### config.mk
export PLATFORM = sky130hd
export DESIGN_NAME = scoreboard_display_flat
export DESIGN_NICKNAME = d
export VERILOG_FILES = /design/src/rtl/scoreboard_pkg.sv /design/src/rtl/scoreboard_if.sv /design/src/rtl/scoreboard_toggle_rx.sv /design/src/rtl/scoreboard_display.sv /design/src/flat_wrapper.sv
export SDC_FILE = /design/constraint.sdc
export NUM_CORES = 1
export LEC_CHECK = 0
export ABC_AREA = 1
export BUFFER_PORTS_ARGS = -buffer_cell sky130_fd_sc_hd__buf_4
export CAP_MARGIN = 20
export CORE_MARGIN = 2
export CORE_UTILIZATION = 55
export CTS_CLUSTER_DIAMETER = 150
export DETAILED_ROUTE_END_ITERATION = 7
export PLACE_DENSITY = 0.82
export SYNTH_ARGS = -nofsm -noshare
export SYNTH_HDL_FRONTEND = slang
export SYNTH_SLANG_ARGS = --single-unit
### constraint.sdc
create_clock -name clk -period 7.5 [get_ports clk]
set_input_delay 0.75 -clock clk [delete_from_list [all_inputs] [get_ports clk]]
set_output_delay 0.75 -clock clk [all_outputs]
set_load 0.01 [all_outputs]
### src/rtl/scoreboard_pkg.sv
// Shared types for the scoreboard display path: entry word layout, leaderboard
// entry struct and insertion FSM states.
package scoreboard_pkg;

    localparam int unsigned WORD_W        = 32;
    localparam int unsigned ID_LSB        = 16;
    localparam int unsigned SCORE_LSB     = 0;
    localparam int unsigned ENTRY_ID_W    = WORD_W - ID_LSB;
    localparam int unsigned ENTRY_SCORE_W = ID_LSB - SCORE_LSB;

    typedef enum logic [1:0] {
        StIdle,
        StScan,
        StShift,
        StWrite
    } ins_state_e;

    typedef struct packed {
        logic                     valid;
        logic [ENTRY_ID_W-1:0]    id;
        logic [ENTRY_SCORE_W-1:0] score;
    } entry_t;

    localparam entry_t EMPTY_ENTRY = '0;

    function automatic entry_t word_to_entry(input logic [WORD_W-1:0] word);
        entry_t e;
        e.valid = 1'b1;
        e.id    = word[WORD_W-1:ID_LSB];
        e.score = word[ID_LSB-1:SCORE_LSB];
        return e;
    endfunction

endpackage

### src/rtl/scoreboard_if.sv
// Bundle of the scoreboard stream input, frame control and display outputs.
// The master side feeds entries and watches the display; the slave is the leaderboard.
interface scoreboard_if #(
    parameter int unsigned ID_W    = 16,
    parameter int unsigned SCORE_W = 16
);
    import scoreboard_pkg::*;

    logic [WORD_W-1:0]  scoreboard_output;
    logic               scoreboard_parity;
    logic               frame_clear;
    logic [3:0]         disp_rank;
    logic [ID_W-1:0]    disp_userid;
    logic [SCORE_W-1:0] disp_score;
    logic               disp_valid;
    logic               busy;
    logic               overrun;

    modport master (
        output scoreboard_output, scoreboard_parity, frame_clear,
        input  disp_rank, disp_userid, disp_score, disp_valid, busy, overrun
    );

    modport slave (
        input  scoreboard_output, scoreboard_parity, frame_clear,
        output disp_rank, disp_userid, disp_score, disp_valid, busy, overrun
    );

endinterface

### src/rtl/scoreboard_toggle_rx.sv
// Parity-toggle receiver: detects new entry words, drops empty rows, buffers one
// entry while the insertion FSM is busy and flags entries lost to overflow.
module scoreboard_toggle_rx
    import scoreboard_pkg::*;
(
    input  logic              clk,
    input  logic              rst,
    input  logic [WORD_W-1:0] word_i,
    input  logic              parity_i,
    input  logic              frame_clear_i,
    output logic              out_valid_o,
    output entry_t            out_entry_o,
    input  logic              out_ready_i,
    output logic              overrun_o
);

    logic   last_parity_q;
    entry_t hold_q, hold_d;
    logic   overrun_q, overrun_d;
    entry_t new_entry;
    logic   new_ok;
    logic   fire;

    always_comb begin
        new_entry = word_to_entry(word_i);
        new_ok    = (parity_i != last_parity_q) && (new_entry.id != '0);
    end

    // The held entry is older, so it is always offered first.
    assign out_valid_o = hold_q.valid || new_ok;
    assign out_entry_o = hold_q.valid ? hold_q : new_entry;
    assign fire        = out_valid_o && out_ready_i;
    assign overrun_o   = overrun_q;

    always_comb begin
        hold_d    = hold_q;
        overrun_d = overrun_q;
        if (frame_clear_i) begin
            // A toggle coinciding with the clear opens the new frame.
            hold_d    = new_ok ? new_entry : EMPTY_ENTRY;
            overrun_d = 1'b0;
        end else begin
            if (fire && hold_q.valid) begin
                hold_d = EMPTY_ENTRY;
            end
            if (new_ok) begin
                if (hold_q.valid && !fire) begin
                    overrun_d = 1'b1;
                end else if (hold_q.valid || !out_ready_i) begin
                    hold_d = new_entry;
                end
            end
        end
    end

    always_ff @(posedge clk or posedge rst) begin
        if (rst) begin
            last_parity_q <= 1'b0;
            hold_q        <= EMPTY_ENTRY;
            overrun_q     <= 1'b0;
        end else begin
            last_parity_q <= parity_i;
            hold_q        <= hold_d;
            overrun_q     <= overrun_d;
        end
    end

endmodule

### src/rtl/scoreboard_display.sv
// Top-DEPTH leaderboard fed by the scoreboard stream, sorted by descending score,
// with a rotating rank-by-rank display output.
module scoreboard_display
    import scoreboard_pkg::*;
#(
    parameter int unsigned DEPTH   = 4,
    parameter int unsigned ID_W    = 16,
    parameter int unsigned SCORE_W = 16,
    parameter int unsigned DWELL   = 1024
) (
    input  logic          clk,
    input  logic          rst,
    scoreboard_if.slave   sb
);

    localparam int unsigned CW = $clog2(DEPTH) + 1;
    localparam int unsigned DW = (DWELL > 1) ? $clog2(DWELL) : 1;

    typedef logic [CW-1:0] idx_t;
    localparam idx_t LAST = idx_t'(DEPTH - 1);

    ins_state_e       state_q, state_d;
    idx_t             idx_q, idx_d;
    idx_t             pos_q, pos_d;
    entry_t           new_q, new_d;
    entry_t           slots_q [DEPTH];
    entry_t           slots_d [DEPTH];

    logic             in_valid;
    logic             in_ready;
    entry_t           in_entry;
    logic             overrun;
    entry_t           scan_slot;
    logic             better;

    logic [DW-1:0]    dwell_q, dwell_d;
    idx_t             rank_q, rank_d;
    idx_t             disp_rank_q;
    entry_t           disp_q, disp_d;

    scoreboard_toggle_rx u_rx (
        .clk           (clk),
        .rst           (rst),
        .word_i        (sb.scoreboard_output),
        .parity_i      (sb.scoreboard_parity),
        .frame_clear_i (sb.frame_clear),
        .out_valid_o   (in_valid),
        .out_entry_o   (in_entry),
        .out_ready_i   (in_ready),
        .overrun_o     (overrun)
    );

    // A clearing cycle never accepts into the FSM; the receiver holds that entry.
    assign in_ready = (state_q == StIdle) && !sb.frame_clear;

    always_comb begin
        scan_slot = EMPTY_ENTRY;
        for (int unsigned k = 0; k < DEPTH; k++) begin
            if (idx_q == idx_t'(k)) begin
                scan_slot = slots_q[k];
            end
        end
        // Strict compare: an equal score ranks behind the earlier arrival.
        better = !scan_slot.valid || (new_q.score > scan_slot.score);
    end

    always_comb begin
        state_d = state_q;
        idx_d   = idx_q;
        pos_d   = pos_q;
        new_d   = new_q;
        slots_d = slots_q;
        unique case (state_q)
            StIdle: begin
                if (in_valid && in_ready) begin
                    new_d   = in_entry;
                    idx_d   = '0;
                    state_d = StScan;
                end
            end
            StScan: begin
                if (better) begin
                    pos_d = idx_q;
                    if (idx_q == LAST) begin
                        state_d = StWrite;
                    end else begin
                        idx_d   = LAST;
                        state_d = StShift;
                    end
                end else if (idx_q == LAST) begin
                    state_d = StIdle;
                end else begin
                    idx_d = idx_q + 1'b1;
                end
            end
            StShift: begin
                for (int unsigned k = 1; k < DEPTH; k++) begin
                    if (idx_q == idx_t'(k)) begin
                        slots_d[k] = slots_q[k-1];
                    end
                end
                if (idx_q == pos_q + 1'b1) begin
                    state_d = StWrite;
                end else begin
                    idx_d = idx_q - 1'b1;
                end
            end
            StWrite: begin
                for (int unsigned k = 0; k < DEPTH; k++) begin
                    if (pos_q == idx_t'(k)) begin
                        slots_d[k] = new_q;
                    end
                end
                state_d = StIdle;
            end
            default: state_d = StIdle;
        endcase
        if (sb.frame_clear) begin
            state_d = StIdle;
            for (int unsigned k = 0; k < DEPTH; k++) begin
                slots_d[k] = EMPTY_ENTRY;
            end
        end
    end

    always_comb begin
        dwell_d = dwell_q + 1'b1;
        rank_d  = rank_q;
        if (dwell_q == DW'(DWELL - 1)) begin
            dwell_d = '0;
            rank_d  = (rank_q == LAST) ? '0 : rank_q + 1'b1;
        end
        disp_d = EMPTY_ENTRY;
        for (int unsigned k = 0; k < DEPTH; k++) begin
            if (rank_q == idx_t'(k) && slots_q[k].valid) begin
                disp_d = slots_q[k];
            end
        end
    end

    always_ff @(posedge clk or posedge rst) begin
        if (rst) begin
            state_q     <= StIdle;
            idx_q       <= '0;
            pos_q       <= '0;
            new_q       <= EMPTY_ENTRY;
            dwell_q     <= '0;
            rank_q      <= '0;
            disp_rank_q <= '0;
            disp_q      <= EMPTY_ENTRY;
            for (int unsigned k = 0; k < DEPTH; k++) begin
                slots_q[k] <= EMPTY_ENTRY;
            end
        end else begin
            state_q     <= state_d;
            idx_q       <= idx_d;
            pos_q       <= pos_d;
            new_q       <= new_d;
            dwell_q     <= dwell_d;
            rank_q      <= rank_d;
            disp_rank_q <= rank_q;
            disp_q      <= disp_d;
            slots_q     <= slots_d;
        end
    end

    assign sb.disp_rank   = 4'(disp_rank_q);
    assign sb.disp_userid = ID_W'(disp_q.id);
    assign sb.disp_score  = SCORE_W'(disp_q.score);
    assign sb.disp_valid  = disp_q.valid;
    assign sb.busy        = (state_q != StIdle);
    assign sb.overrun     = overrun;

endmodule
### src/flat_wrapper.sv
// flat-port wrapper written by rule: the top's interface ports become plain ports
module scoreboard_display_flat import scoreboard_pkg::*;
#(
    parameter int unsigned DEPTH   = 4,
    parameter int unsigned ID_W    = 16,
    parameter int unsigned SCORE_W = 16,
    parameter int unsigned DWELL   = 1024
)
  (clk, rst, sb_scoreboard_output, sb_scoreboard_parity, sb_frame_clear, sb_disp_rank, sb_disp_userid, sb_disp_score, sb_disp_valid, sb_busy, sb_overrun);
  scoreboard_if #(.ID_W(ID_W), .SCORE_W(SCORE_W)) sb_i ();
  input  logic clk;
  input  logic rst;
  input wire logic [$bits(sb_i.scoreboard_output)-1:0] sb_scoreboard_output;
  input wire logic [$bits(sb_i.scoreboard_parity)-1:0] sb_scoreboard_parity;
  input wire logic [$bits(sb_i.frame_clear)-1:0] sb_frame_clear;
  output wire logic [$bits(sb_i.disp_rank)-1:0] sb_disp_rank;
  output wire logic [$bits(sb_i.disp_userid)-1:0] sb_disp_userid;
  output wire logic [$bits(sb_i.disp_score)-1:0] sb_disp_score;
  output wire logic [$bits(sb_i.disp_valid)-1:0] sb_disp_valid;
  output wire logic [$bits(sb_i.busy)-1:0] sb_busy;
  output wire logic [$bits(sb_i.overrun)-1:0] sb_overrun;
  assign sb_i.scoreboard_output = sb_scoreboard_output;
  assign sb_i.scoreboard_parity = sb_scoreboard_parity;
  assign sb_i.frame_clear = sb_frame_clear;
  assign sb_disp_rank = sb_i.disp_rank;
  assign sb_disp_userid = sb_i.disp_userid;
  assign sb_disp_score = sb_i.disp_score;
  assign sb_disp_valid = sb_i.disp_valid;
  assign sb_busy = sb_i.busy;
  assign sb_overrun = sb_i.overrun;
  scoreboard_display #(.DEPTH(DEPTH), .ID_W(ID_W), .SCORE_W(SCORE_W), .DWELL(DWELL)) u_core (.clk(clk), .rst(rst), .sb(sb_i));
endmodule
==> impl_metrics.py <==
metrics = {
    "hold_path": {
        "hold_path.class": "primary input to async pin",
    },
    "timing": {
        "period_minus_slack_ps": 3780,
        "finalSetupViolations": 0,
        "hold_violations": 0,
        "tns_ps": 0,
        "rsz0062_at_grt": "false",
        "worst_pin_slew_ps": 1070,
        "fmax_mhz": 265,
        "timing.final.max_slew_violations": 0,
        "slew_headroom": 0.282,
        "fin_crit_sh": 0.503,
        "finalClockSkew_ps": 29.1,
        "whs_ps": 145,
    },
    "setup_path": {
        "arrival_ps": 4260,
        "crit_path_end_kind": "register",
        "crit_required_ps": 7990,
        "worstSetupPathType": "register to register",
        "r2r_slack_ps": 3720,
        "ff2ff_path_depth": 18,
        "crit_fanout": 17,
        "crit_start": "u_core.idx_q[0]",
        "startpoint_type": "register",
        "timing.rr.start": "u_core.idx_q[0]",
        "r2r-end": "u_core.state_q[1]",
    },
    "synthesis": {
        "synth_ff_type": "dfrtp_1",
        "syn_area_um2": 12800,
        "synth-seq-cells": 257,
        "yosys-top-cells-area": "dfrtp_1 (50%), o21ai_0 (10%), inv_1 (6.4%)",
        "synth_top_area_cell": "dfrtp_1",
        "synth.avg_cell_area_um2": 8.72,
        "synth.yosys.seq_area_share": 0.504,
        "yosysUniqueCellTypes": 39,
        "syn_nets": 1536,
        "yosys_warnings": 0,
        "synth_top_area_frac": 0.504,
        "async_flop_share": 1.00,
        "synth_edf_count": 0,
        "synthCells": 1463,
    },
    "floorplanning": {
        "die_height_um": 156,
        "rows": 55,
        "core_area_um2": 22700,
        "dieArea_um2": 24400,
        "boundaryPins": 75,
        "die_x_um": 156,
        "start_util": 0.562,
    },
    "placed_design": {
        "place_hpwl_um": 19500,
        "placed_area_um2": 13400,
        "gp_congestion": 0.866,
        "portBuffers": 73,
    },
    "cts": {
        "clock_latency_ps": 570,
        "cts-root-to-sink-buffers": 3,
        "post-cts-setup-buffers": 0,
        "clkTransAtPathRegs_ps": 60,
        "cts.sinks": 257,
        "htree_levels": 1,
        "cts_tree": "done",
        "hold_buffers": 0,
        "cts_repair_resize_count": 0,
        "cts_made_buffers": 28,
        "clock-root-buffer": "clkbuf_16",
    },
    "final_layout": {
        "final_cell_mix": "o21ai_0 (265), dfrtp_1 (257), inv_1 (218)",
        "drive_gt1_frac": 0.103,
        "final_nets": 1555,
        "layout_commonest_cell": "o21ai_0",
        "final_cell_area_um2": 14300,
        "fillers": 1842,
        "n_antenna_cell": 0,
        "syn_to_final_growth_pct": 12.0,
    },
    "detailed_routing": {
        "firstDrtPassIters": 5,
        "post_drt_wl_per_cell_um": 17.7,
        "vias": 10761,
        "route.detailed.drc": 0,
        "drt-initial-drc-count": 989,
        "met1_length_um": 13800,
        "vias_per_cell": 6.03,
        "detail-route-antenna-nets": 0,
        "routed_wl_um": 31500,
        "top_layer": "met4",
        "wl_met2_um": 14600,
        "dr_wl_met3_um": 2590,
    },
    "global_route": {
        "grt_first_pass_wirelength_um": 53200,
        "antenna_found_initial": 0,
        "grt_usage": 0.267,
        "grt_overflow": 0,
        "grt_max_degree": 176,
        "grt_pass1_vias": 10576,
    },
    "run_status": {
        "status": "completed",
    },
    "power": {
        "vdd_drop_max_mv": 0.191,
        "pwr_density_cell_nw_per_um2": 341,
        "total_leakage_power_nw": 6.41,
        "total_power_mw": 4.88,
    },
    "flow_run": {
        "maxCapViolCount": 0,
    },
}
-- cells by family (layout without fill, tap and decap cells) --
family                   count (synthesis)  in the layout  synth area share
AO/OA/AOI/OAI                          525            525             0.248
XOR/XNOR                                 8              8           0.00549
adder cells (fa/ha/maj)                 37             37            0.0363
buffers and inverters                  321            359             0.103
flip-flops                             257            257             0.504
multiplexers                             1              1          0.000785
other                                    1              1          0.000294
AND/OR/NAND/NOR                        313            313             0.102
-- worst max-delay path, cell delays in order (launching register included) --
cell	delay, ps
dfrtp_1	460
inv_1	160
ha_1	170
inv_1	50
nor2_2	680
a31oi_1	190
o21ai_0	180
o21ai_0	150
ha_1	380
nand2_1	90
nor3_1	350
nand2_1	120
nand2_1	80
nand2_1	100
nand2_2	110
nand2_2	130
o21ai_0	170
nand2_1	60
nand2_1	50
-- worst max path at each step --
stage                       endpoint  slack, ps  cells past startpoint
5_1_grt            u_core.state_q[1]       3470                     18
2_1_floorplan  u_core.disp_rank_q[0]       3360                      1
4_1_cts            u_core.state_q[1]       3880                     18
3_3_place_gp      u_core.slots_q[74]       4110                      6
6_report           u_core.state_q[1]       3720                     18
3_5_place_dp         u_core.idx_q[1]       3980                     17
-- cells in the mapped netlist, types with 23 or more instances --
master / instances
nand2_1: 184
o221ai_1: 32
inv_1: 219
nor2_1: 51
clkbuf_1: 48
ha_1: 37
a31oi_1: 32
dfrtp_1: 257
o211ai_1: 100
o21ai_0: 265
o22ai_1: 34
nand3_1: 52
buf_2: 23
a21oi_1: 29
-- layer usage --
metal,global-route usage,vias up
li1,-,5044
met1,0.381,5167
met2,0.421,497
met3,0.0451,53
met4,0.0821,0
met5,0,-
-- power by group --
part	internal [mW]	switching [mW]	leakage, nW	total [mW]
clock	0.804	0.564	0.451	1.37
combinational	0.532	1.10	2.53	1.63
sequential	1.67	0.204	3.43	1.88
-- cell type report --
type / count / area [um^2] / share of cell area
clock inverter: 5 / 81.3 / 0.00569
clock buffer: 44 / 841 / 0.0588
multi-input combinational: 885 / 5060 / 0.354
inverter: 222 / 837 / 0.0586
sequential: 257 / 6430 / 0.450
timing repair buffer: 88 / 681 / 0.0476
tap: 285 / 357 / 0.0250
-- flip-flops by register name, summed over array words and instances, names as in the netlist, 10 cells and up --
name and count:
u_core.sb.disp_userid 16, u_core.slots_q 132, u_core.dwell_q 10, u_core.sb.disp_score 16, u_core.u_rx.hold_q 33, u_core.new_q 33
-- through the flow --
step / util / instances / worst slack (ps)
after floorplan: - / 1463 / 3360
after global placement: 0.588 / 1736 / 4110
after detailed placement: 0.588 / 1736 / 3980
after CTS: 0.629 / 1785 / 3880
after global routing: 0.629 / 1786 / 3470
final: 0.629 / 1786 / 3720
Power figures use the tool's default switching activity.
